File: src/rtl/cla_pkg.sv
// Shared constants and stage payload type for the pipelined carry-lookahead adder.
// Latency: n/a (package only).
// Backpressure: n/a (package only).
//
// Contents:
//   CLA_WIDTH / CLA_BLOCK : default operand width and lookahead group size
//   NBLK                  : number of lookahead groups at the default sizes
//   cla_stage_t           : S1 payload (per-bit g/p, per-group G/P, carry-in)
package cla_pkg;

    localparam int CLA_WIDTH = 32;
    localparam int CLA_BLOCK = 8;
    localparam int NBLK      = CLA_WIDTH / CLA_BLOCK;

    // S1 payload at the default sizes. The adder top declares an identically
    // laid-out type sized from its own parameters so non-default widths work.
    typedef struct packed {
        logic [CLA_WIDTH-1:0] g;       // per-bit generate  a & b'
        logic [CLA_WIDTH-1:0] p;       // per-bit propagate a | b'
        logic [NBLK-1:0]      blk_g;   // group generate
        logic [NBLK-1:0]      blk_p;   // group propagate
        logic                 cin;     // carry into group 0
    } cla_stage_t;

endpackage

File: src/rtl/cla_block.sv
// One lookahead group: sum bits plus group generate/propagate from per-bit g/p.
// Latency: purely combinational, 0 cycles.
// Backpressure: none (no state, no handshake).
//
// Ports:
//   g, p   : per-bit generate (a&b') and propagate (a|b') for this group
//   cin    : carry into the group's LSB
//   sum    : p ^ g ^ carry per bit (p ^ g equals a ^ b' since p is OR, g is AND)
//   grp_g  : group generate, grp_p : group propagate
module cla_block #(
    parameter int BLOCK = 8
) (
    input  logic [BLOCK-1:0] g,
    input  logic [BLOCK-1:0] p,
    input  logic             cin,
    output logic [BLOCK-1:0] sum,
    output logic             grp_g,
    output logic             grp_p
);

    // Each bit carry is formed as (prefix G) | (prefix P & cin), i.e. from the
    // group carry-in directly rather than from the neighbouring bit's carry.
    always_comb begin
        logic             gacc;
        logic             pacc;
        logic [BLOCK-1:0] c;
        gacc = 1'b0;
        pacc = 1'b1;
        c    = '0;
        sum  = '0;
        for (int i = 0; i < BLOCK; i++) begin
            c[i]   = gacc | (pacc & cin);
            sum[i] = p[i] ^ g[i] ^ c[i];
            gacc   = g[i] | (p[i] & gacc);
            pacc   = pacc & p[i];
        end
        grp_g = gacc;
        grp_p = pacc;
    end

endmodule

File: src/rtl/cla_pipe_adder.sv
// Two-stage pipelined carry-lookahead adder/subtractor with valid/ready handshake.
// Latency: result is valid 2 cycles after the accepting cycle; 1 beat/cycle throughput.
// Backpressure: out_ready low freezes S2; in_ready = !S1_valid || S1 can advance.
//
// Ports:
//   clock, reset          : sole clock, synchronous active-high reset
//   in_valid / in_ready   : operand beat handshake (data_a, data_b, sub)
//   out_valid / out_ready : result beat handshake (sum, cout, ovf)
//   sum                   : (a +/- b) mod 2^WIDTH, cout: MSB carry-out, ovf: signed overflow
// Build option: define CLA_SUB_EN to honour sub (A-B); otherwise sub is ignored
// and the block always adds.
module cla_pipe_adder
    import cla_pkg::*;
#(
    parameter int WIDTH = CLA_WIDTH,
    parameter int BLOCK = CLA_BLOCK
) (
    input  logic             clock,
    input  logic             reset,
    input  logic             in_valid,
    output logic             in_ready,
    input  logic [WIDTH-1:0] data_a,
    input  logic [WIDTH-1:0] data_b,
    input  logic             sub,
    output logic             out_valid,
    input  logic             out_ready,
    output logic [WIDTH-1:0] sum,
    output logic             cout,
    output logic             ovf
);

    localparam int NB = WIDTH / BLOCK;

    if ((WIDTH % BLOCK) != 0) begin : g_bad_width
        $error("cla_pipe_adder: WIDTH must be a multiple of BLOCK");
    end

    // Same layout as cla_stage_t, sized from this instance's parameters.
    typedef struct packed {
        logic [WIDTH-1:0] g;
        logic [WIDTH-1:0] p;
        logic [NB-1:0]    blk_g;
        logic [NB-1:0]    blk_p;
        logic             cin;
    } stage_t;

    // ------------------------------------------------------------------
    // Operand conditioning: B' and carry-in
    // ------------------------------------------------------------------
    logic [WIDTH-1:0] b_eff;
    logic             cin_d;

`ifdef CLA_SUB_EN
    // Subtraction as A + ~B + 1: the +1 rides in on the group-0 carry-in.
    assign b_eff = sub ? ~data_b : data_b;
    assign cin_d = sub;
`else
    logic unused_sub;
    assign unused_sub = sub;
    assign b_eff      = data_b;
    assign cin_d      = 1'b0;
`endif

    // ------------------------------------------------------------------
    // S1 next-state: per-bit g/p and per-group G/P
    // ------------------------------------------------------------------
    stage_t s1_d;
    stage_t s1_q;
    logic   s1_vld;

    always_comb begin
        logic gacc;
        logic pacc;
        s1_d     = '0;
        gacc     = 1'b0;
        pacc     = 1'b1;
        s1_d.g   = data_a & b_eff;
        s1_d.p   = data_a | b_eff;
        s1_d.cin = cin_d;
        for (int k = 0; k < NB; k++) begin
            gacc = 1'b0;
            pacc = 1'b1;
            for (int i = 0; i < BLOCK; i++) begin
                gacc = s1_d.g[k*BLOCK+i] | (s1_d.p[k*BLOCK+i] & gacc);
                pacc = pacc & s1_d.p[k*BLOCK+i];
            end
            s1_d.blk_g[k] = gacc;
            s1_d.blk_p[k] = pacc;
        end
    end

    // ------------------------------------------------------------------
    // Handshake: S2 moves when empty or being drained; S1 moves with S2.
    // ------------------------------------------------------------------
    logic s2_vld;
    logic s2_adv;

    assign s2_adv   = !s2_vld || out_ready;
    assign in_ready = !s1_vld || s2_adv;

    always_ff @(posedge clock) begin
        if (reset) begin
            s1_vld <= 1'b0;
            s1_q   <= '0;
        end else if (in_ready) begin
            s1_vld <= in_valid;
            if (in_valid) begin
                s1_q <= s1_d;
            end
        end
    end

    // ------------------------------------------------------------------
    // S2 next-state: group carry chain, per-group sums, flags
    // ------------------------------------------------------------------
    logic [NB:0]      c;
    logic [WIDTH-1:0] sum_d;
    logic [NB-1:0]    grp_g;
    logic [NB-1:0]    grp_p;
    logic             msb_cin;
    logic             cout_d;
    logic             ovf_d;

    always_comb begin
        c    = '0;
        c[0] = s1_q.cin;
        for (int k = 0; k < NB; k++) begin
            c[k+1] = s1_q.blk_g[k] | (s1_q.blk_p[k] & c[k]);
        end
    end

    for (genvar k = 0; k < NB; k++) begin : g_blk
        cla_block #(
            .BLOCK (BLOCK)
        ) u_blk (
            .g     (s1_q.g[k*BLOCK +: BLOCK]),
            .p     (s1_q.p[k*BLOCK +: BLOCK]),
            .cin   (c[k]),
            .sum   (sum_d[k*BLOCK +: BLOCK]),
            .grp_g (grp_g[k]),
            .grp_p (grp_p[k])
        );
    end

    // sum[msb] = (p^g)[msb] ^ carry_in[msb], so the carry into the MSB falls
    // out of the sum bit without a separate bit-level chain.
    assign msb_cin = sum_d[WIDTH-1] ^ s1_q.p[WIDTH-1] ^ s1_q.g[WIDTH-1];
    assign cout_d  = c[NB];
    assign ovf_d   = msb_cin ^ cout_d;

    logic [WIDTH-1:0] sum_q;
    logic             cout_q;
    logic             ovf_q;

    always_ff @(posedge clock) begin
        if (reset) begin
            s2_vld <= 1'b0;
            sum_q  <= '0;
            cout_q <= 1'b0;
            ovf_q  <= 1'b0;
        end else if (s2_adv) begin
            s2_vld <= s1_vld;
            if (s1_vld) begin
                sum_q  <= sum_d;
                cout_q <= cout_d;
                ovf_q  <= ovf_d;
            end
        end
    end

    assign out_valid = s2_vld;
    assign sum       = sum_q;
    assign cout      = cout_q;
    assign ovf       = ovf_q;

    // Group G/P registered in S1 must agree with what the group cells derive
    // from the same registered per-bit g/p.
    grp_consistent: assert property (@(posedge clock) disable iff (reset)
        (grp_g == s1_q.blk_g) && (grp_p == s1_q.blk_p));

endmodule
File: config.mk
export PLATFORM = sky130hd
export DESIGN_NAME = cla_pipe_adder
export DESIGN_NICKNAME = d
export VERILOG_FILES = /design/src/rtl/cla_pkg.sv /design/src/rtl/cla_block.sv /design/src/rtl/cla_pipe_adder.sv
export SDC_FILE = /design/constraint.sdc
export NUM_CORES = 1
export LEC_CHECK = 0
export CAP_MARGIN = 20
export CORE_MARGIN = 2
export CORE_UTILIZATION = 60
export DETAILED_ROUTE_END_ITERATION = 10
export DONT_BUFFER_PORTS = 1
export PLACE_DENSITY_LB_ADDON = 0.08
export REMOVE_ABC_BUFFERS = 1
export SLEW_MARGIN = 5
export SYNTH_ARGS = -nofsm -noshare
export SYNTH_HDL_FRONTEND = slang
export SYNTH_HIERARCHICAL = 1
export SYNTH_SLANG_ARGS = --single-unit
File: constraint.sdc
create_clock -name clock -period 3.1 [get_ports clock]
set_clock_uncertainty 0.2 [all_clocks]
set_input_delay 0.62 -clock clock [delete_from_list [all_inputs] [get_ports clock]]
set_output_delay 0.62 -clock clock [all_outputs]
set_load 0.01 [all_outputs]
==> results of run 1 <==
## layer usage
layer  vias to the layer above  track usage  share of wire
met4                         0       0.0822          0.016
li1                       2430            -              -
met3                        19       0.0534          0.063
met1                      2155        0.333           0.45
met2                       123        0.411           0.47
met5                         -            0              0
## cell usage in the layout, fill, tap and decap left out, types with 5 or more instances in the layout
cell type	n
clkbuf_8	9
or3_1	8
nor3_1	12
and2_1	5
xnor2_1	43
o21ai_0	36
dfxtp_1	107
o31ai_1	9
xor2_1	20
o22ai_1	7
nor2_1	57
a211oi_1	20
nand3_1	31
o211ai_1	5
nand2_1	119
a21oi_1	97
## per-stage QoR
stage	power [mW]	worst slack, ns	cells	cell area [sq um]
finish	2.86	0.531	792	5850
global route	3.01	0.317	792	5850
CTS	2.88	0.504	792	5850
detailed placement	2.02	0.524	776	5650
global placement	2.00	0.617	776	5650
floorplan	1.92	0.714	660	5450
## registers in the layout, summed over array words and instances (netlist names)
register / cells
cout: 1
out_valid: 1
ovf: 1
s1_q: 71
s1_vld: 1
sum: 32
## layout make-up
cell class,instances,area (sq um)
Clock buffer,9,124
Clock inverter,7,75.1
Fill cell,819,3300
Inverter,3,11.3
Multi-Input combinational cell,550,3300
Sequential cell,107,2140
Tap cell,111,139
Timing Repair Buffer,5,62.6
## report_power, final
part | leakage (nW) | switching [mW] | internal (mW)
clock | 0.104 | 0.495 | 0.380
sequential | 0.878 | 0.105 | 1.46
combinational | 1.07 | 0.226 | 0.202
## worst paths after layout
| kind | slack, ns | from | to |
|---|---|---|---|
| worst min register to register | 0.26 | s1_q[2] | s1_q[2] |
| worst min-delay path | 0.11 | reset | s1_q[69] |
| worst max-delay path | 0.53 | s1_q[5] | ovf |
| worst max register to register | 0.53 | s1_q[5] | ovf |
==> metrics.txt, run 1 <==
status=finished clean; Syn Std Cell Area=5620 sq um; largest fanout on the critical path=5; Hold Path Cell Cnt=1; Reg clk slew, reported paths=0.11 ns; Hold WS=0.107 ns; Max Clk Rate=389 MHz; crit path time final=2.57 ns; Top delay family on crit path=compound AO/OA/AOI/OAI gates; Area Growth Syn to Fin=4.10%; Pre-Repair DR Iteration Count=5; GP Congestion=0.799; Longest Clk Path Bufs=2; largest net degree at the start of global routing=112; Cell Rows=35; required time worst endpoint=3.19 ns; CP max stage delay=0.41 ns; fin util=0.639; syn avg cell area=8.12 sq um; nets@finish=745; RSZ-0062 raised after global routing=false; cells on worst reg2reg path=9; DR iter-0 viols=164; post-DP HPWL=8830 microns; Starting Density=0.614; P_leak=2.06 nW; Critical Path AT=2.66 ns; WL per Instance=15.7 microns; endpoints failing setup=0; critical path's slowest cell=a211oi_4; H-tree depth=3; VDD IR max=0.000231 V; worst path cell trace=a21o_1 > a21o_1 > a211oi_4 > nor3_4 > o31ai_2 > a311oi_2 > xnor2_1 > xnor2_1 > o31ai_1; Port Buffers=0; critical path launch point type=flop; number of diodes=0; total CTS buffers=9; Crit Path Class=reg2reg; Worst-Margin Slew=0.641 ns; first-pass GRT wire length=20,700 microns; Crit path depth=9; vias in the first global route=4,404; total negative setup slack=0 ns; die width=101 microns; Slew HR=0.572; share of cells above drive strength 1=0.101; Post-CTS Setup Inserts=0; initial antenna violation count=0; maxcap violations=0; Avg Vias per Cell=5.97; CTS tree=done; Gate Count Post-Synth=692; Buf/Inv on CP=0; post-CTS sizing=0; clk sinks=107; num ports=105; Remaining DRCs=0; Yosys Warn Count=6; hold crit path type=in2reg; CTS root buffer=clkbuf_8; CP Capture Type=flop; Core ar.=9150 sq um; final-report max-slew violation count=0; final hold vios=0; PwrDens=490 nW/um^2; die area=10,200 sq um; Die Ht=101 microns; Final Cycle Share=0.829; Routed Antenna Nets=0; All-Layer GR Usage=0.252; grt total ovfl=0; clock latency on the worst-skew pair=0.36 ns; hold_buf cts=0; final wirelength=12,400 microns; Vias=4,727
No activity file was read; power rests on OpenSTA's default activity.
==> run 2, diff against run 1 <==
clock period = 2.7 ns   (was 3.1 ns; I/O delays follow)
==> metrics.txt, run 2 (synthesized netlist as in run 1, its figures left out) <==
status=finished clean; share of cells above drive strength 1=0.102 (+0.00117); crit path time final=2.46 ns (-0.106 ns); clk sinks=107 (unchanged); CP Capture Type=flop; Post-CTS Setup Inserts=0 (unchanged); Starting Density=0.614 (unchanged); Longest Clk Path Bufs=2 (unchanged); Final Cycle Share=0.912 (+0.0834); nets@finish=747 (+0.27%); flip-flop count of the largest register after layout=71 (unchanged); Core ar.=9150 sq um (unchanged); num ports=105 (unchanged); clock latency on the worst-skew pair=0.37 ns (about the same); Slew HR=0.586 (+0.0144); Port Buffers=0 (unchanged); Routed Antenna Nets=0 (unchanged); largest fanout on the critical path=5 (unchanged); RSZ-0062 raised after global routing=false; die area=10,200 sq um (unchanged); Area Growth Syn to Fin=3.99%; number of diodes=0 (unchanged); total CTS buffers=9 (unchanged); DR iter-0 viols=176 (+7.3%); Vias=4,848 (+2.6%); Critical Path AT=2.55 ns (-0.11 ns); post-CTS sizing=0 (unchanged); Post-DP Area=5640 sq um (-0.18%); first-pass GRT wire length=20,800 microns (+0.47%); final-report max-slew violation count=0 (unchanged); Die Ht=101 microns (unchanged); final setup margin=0.237 ns (-0.294 ns); VDD IR max=0.000261 V (+13%); CTS root buffer=clkbuf_8; maxcap violations=0 (unchanged); Avg Vias per Cell=6.11 (+2.3%); PwrDens=564 nW/um^2 (+15%); endpoints failing setup=0 (unchanged); Worst-Margin Slew=0.621 ns (-0.0200 ns); CTS tree=done; commonest non-fill, non-tap cell in the layout=nand2_1; Max Clk Rate=406 MHz (+4.3%); die width=101 microns (unchanged); grt total ovfl=0 (unchanged); final wirelength=12,600 microns (+1.1%); post-route cell area=5840 sq um (-0.11%); hold_buf cts=0 (unchanged); largest net degree at the start of global routing=112 (unchanged); Pre-Repair DR Iteration Count=5 (unchanged); Top reg by flops=s1_q; H-tree depth=3 (unchanged); P_leak=2.06 nW (about the same); Worst Setup Slack post-DPL=0.240 ns (-0.284 ns); most frequent cells in the layout=nand2_1 (119), dfxtp_1 (107), a21oi_1 (97); Crit Path Class=reg2reg; All-Layer GR Usage=0.253 (+0.000988); Reg clk slew, reported paths=0.11 ns (about the same); initial antenna violation count=0 (unchanged); total negative setup slack=0 ns (unchanged); critical path launch point type=flop; hold crit path type=in2reg; vias in the first global route=4,452 (+1.1%); GP Congestion=0.787 (-1.5%); final hold vios=0 (unchanged); Cell Rows=35 (unchanged); required time worst endpoint=2.79 ns (-0.40 ns); post-DP HPWL=8960 microns (+1.6%); Remaining DRCs=0 (unchanged); WL per Instance=15.8 microns (+0.80%)
-- run 2: critical path, stage by stage (launching register included) --
cell and delay (ns):
dfxtp_1 0.32, a21o_1 0.27, a21o_1 0.27, a211oi_4 0.39
nor3_4 0.10, o31ai_2 0.27, a311oi_2 0.08, xnor2_1 0.16
xnor2_1 0.13, o31ai_1 0.19
-- run 2: through the flow --
step | utilization | total power [mW] | instances | hold slack (ns)
CTS | 0.638 | 3.31 | 794 | 0.0269
floorplan | - | 2.21 | 660 | 0.231
global placement | 0.616 | 2.30 | 778 | 0.241
detailed placement | 0.616 | 2.32 | 778 | 0.251
global route | 0.638 | 3.46 | 794 | 0.00895
finish | 0.638 | 3.29 | 794 | 0.0223
-- run 2: where the power goes --
part	total (mW)	internal (mW)	switching, mW
clock	1.01	0.461	0.551
combinational	0.493	0.230	0.262
sequential	1.79	1.67	0.119
total	3.29	2.36	0.933
-- run 2: final cells by class --
class,instances,area [sq um]
Clock buffer,11,141
Clock inverter,5,61.3
Fill cell,843,3310
Inverter,3,11.3
Multi-Input combinational cell,550,3300
Sequential cell,107,2140
Tap cell,111,139
Timing Repair Buffer,7,52.6
-- run 2: metal layers --
layer | track usage | share of wire | vias to the layer above
met1 | 0.328 | 0.42 | 2243
met2 | 0.412 | 0.47 | 156
met4 | 0.0674 | 0.018 | 0
met3 | 0.0735 | 0.084 | 18
li1 | - | - | 2431
met5 | 0 | 0 | -
-- run 2: worst paths after layout --
check,cells after the start,end,start,slack (ns)
worst max-delay path,9,ovf,s1_q[5],0.24
worst max register to register,9,ovf,s1_q[5],0.24
worst min-delay path,1,s1_q[69],reset,0.02
worst min register to register,2,s1_q[2],s1_q[2],0.27
==> run 3, diff against run 2 <==
ABC_AREA = 1   (was default)
==> metrics.txt, run 3 <==
status=finished clean; initial antenna violation count=0 (unchanged); VDD IR max=0.000419 V (+60%); post-CTS sizing=0 (unchanged); DR iter-0 viols=164 (-6.8%); post-DP HPWL=8230 microns (-8.2%); reg2reg start=s1_q[5]; share of cells above drive strength 1=0.111 (+0.00891); Die Ht=99.5 microns (-1.3%); Slew HR=0.545 (-0.0411); Remaining DRCs=0 (unchanged); final hold vios=0 (unchanged); required time worst endpoint=2.73 ns (-0.06 ns); CTS tree=done; Reg clk slew, reported paths=0.09 ns (-0.02 ns); number of diodes=0 (unchanged); Post-CTS Setup Inserts=0 (unchanged); endpoints failing setup=0 (unchanged); die area=9900 sq um (-2.5%); clk sinks=107 (unchanged); crit-path most repeated cell=nand2_1; Starting Density=0.625 (+0.0106); CP Capture Type=flop; num ports=105 (unchanged); first-pass GRT wire length=19,000 microns (-8.5%); Hold Crit Start=reset; Routed Antenna Nets=0 (unchanged); flip-flop count of the largest register after layout=71 (unchanged); die width=99.5 microns (-1.3%); PwrDens=567 nW/um^2 (+0.56%); vias in the first global route=4,304 (-3.3%); worst path cell trace=nand2_1 > nand2_1 > nand2_1 > nand2_1 > nand3_2 > nand3_2 > nand2_2 > nand2_1 > nand2_1 > nand2_1 > xor2_1 > xor2_1 > a21oi_1; CP max stage delay=0.35 ns (-0.04 ns); post-route cell area=5720 sq um (-2.1%); total design power=3.24 mW (-1.6%); Top delay family on crit path=simple AND/OR/NAND/NOR gates; crit path time final=2.07 ns (-0.394 ns); Worst setup startpoint=s1_q[5]; Area Growth Syn to Fin=4.50%; Post-DP Area=5560 sq um (-1.4%); clock latency on the worst-skew pair=0.36 ns (about the same); RSZ-0062 raised after global routing=false; critical path launch point type=flop; H-tree depth=3 (unchanged); area of the multi-input gates=2870 sq um (-13%); Fillers=797 (-5.5%); Port Buffers=0 (unchanged); Avg Vias per Cell=5.34 (-13%); Critical Path AT=2.10 ns (-0.45 ns); Max Clk Rate=483 MHz (+19%); final wirelength=11,300 microns (-10%); Yosys Warn Count=6 (unchanged); Pre-Repair DR Iteration Count=4 (-1); hold crit path type=in2reg; Crit Path Class=reg2reg; most frequent cells in the layout=nand2_1 (129), dfxtp_1 (107), nor2_1 (102); FF+latch area=2140 sq um (unchanged); Gate Count Post-Synth=764 (+10%); Syn Std Cell Area=5470 sq um (-2.6%); Top reg by flops=s1_q; Buf/Inv on CP=0 (unchanged); Longest Clk Path Bufs=2 (unchanged); final-report max-slew violation count=0 (unchanged); Core ar.=8760 sq um (-4.3%); largest net degree at the start of global routing=38 (-66%); WL per Instance=13.0 microns (-18%); Worst-Margin Slew=0.682 ns (+0.0606 ns); GP Congestion=0.815 (+3.5%); critical path's slowest cell=dfxtp_1; P_leak=2.59 nW (+26%); total CTS buffers=9 (unchanged); nets@finish=830 (+11%); maxcap violations=0 (unchanged); grt total ovfl=0 (unchanged); commonest non-fill, non-tap cell in the layout=nand2_1; Cell Rows=34 (-2.9%); Final Cycle Share=0.766 (-0.146); CTS root buffer=clkbuf_8; syn avg cell area=7.16 sq um (-12%); largest fanout on the critical path=7 (+2); total negative setup slack=0 ns (unchanged); hold_buf cts=0 (unchanged); Vias=4,647 (-4.1%); All-Layer GR Usage=0.236 (-0.0172); Hold WS=0.0328 ns (+0.0105 ns)
[run 3: cell types whose count changed in the layout (fill, tap and decap cells not counted), sizes merged, moves of 16 or more]
cell    previous run  this run
o21ai             36        93
nand2            120       158
inv                4        63
xnor2             43        25
nor3              20         4
nor2              62       106
a211oi            28         0
[run 3: path summary, 6_finish.rpt]
kind               end  slack [ns]  cells after the start
min          out_valid        0.03                      1
max reg2reg        ovf        0.63                     13
min reg2reg    s1_q[3]        0.26                      2
max                ovf        0.63                     13
[run 3: report_power, final]
group | leakage (nW) | internal, mW | total (mW) | switching [mW]
clock network | 0.0799 | 0.343 | 0.852 | 0.509
logic | 1.63 | 0.246 | 0.570 | 0.325
registers | 0.886 | 1.69 | 1.82 | 0.126
[run 3: final cells by class]
type | instances | share of cell area
inverter | 71 | 0.0571
clock buffer | 10 | 0.0241
clock inverter | 3 | 0.00306
timing repair buffer | 12 | 0.0158
multi-input combinational | 560 | 0.502
tap | 108 | 0.0236
sequential | 107 | 0.375
[run 3: routing by layer]
| metal | track usage | part of all wire | up-vias | wire [microns] |
|---|---|---|---|---|
| li1 | - | - | 2429 | - |
| met1 | 0.294 | 0.44 | 2098 | 5010 |
| met2 | 0.412 | 0.49 | 99 | 5530 |
| met3 | 0.0429 | 0.047 | 21 | 528 |
| met4 | 0.0759 | 0.020 | 0 | 227 |
| met5 | 0 | 0 | - | 0 |
[run 3: metrics by stage]
step	worst slack (ns)	util	cells
3_3_place_gp	0.672	0.635	858
5_1_grt	0.392	0.653	871
6_report	0.631	0.653	871
4_1_cts	0.618	0.653	871
2_1_floorplan	0.256	-	738
3_5_place_dp	0.651	0.635	858
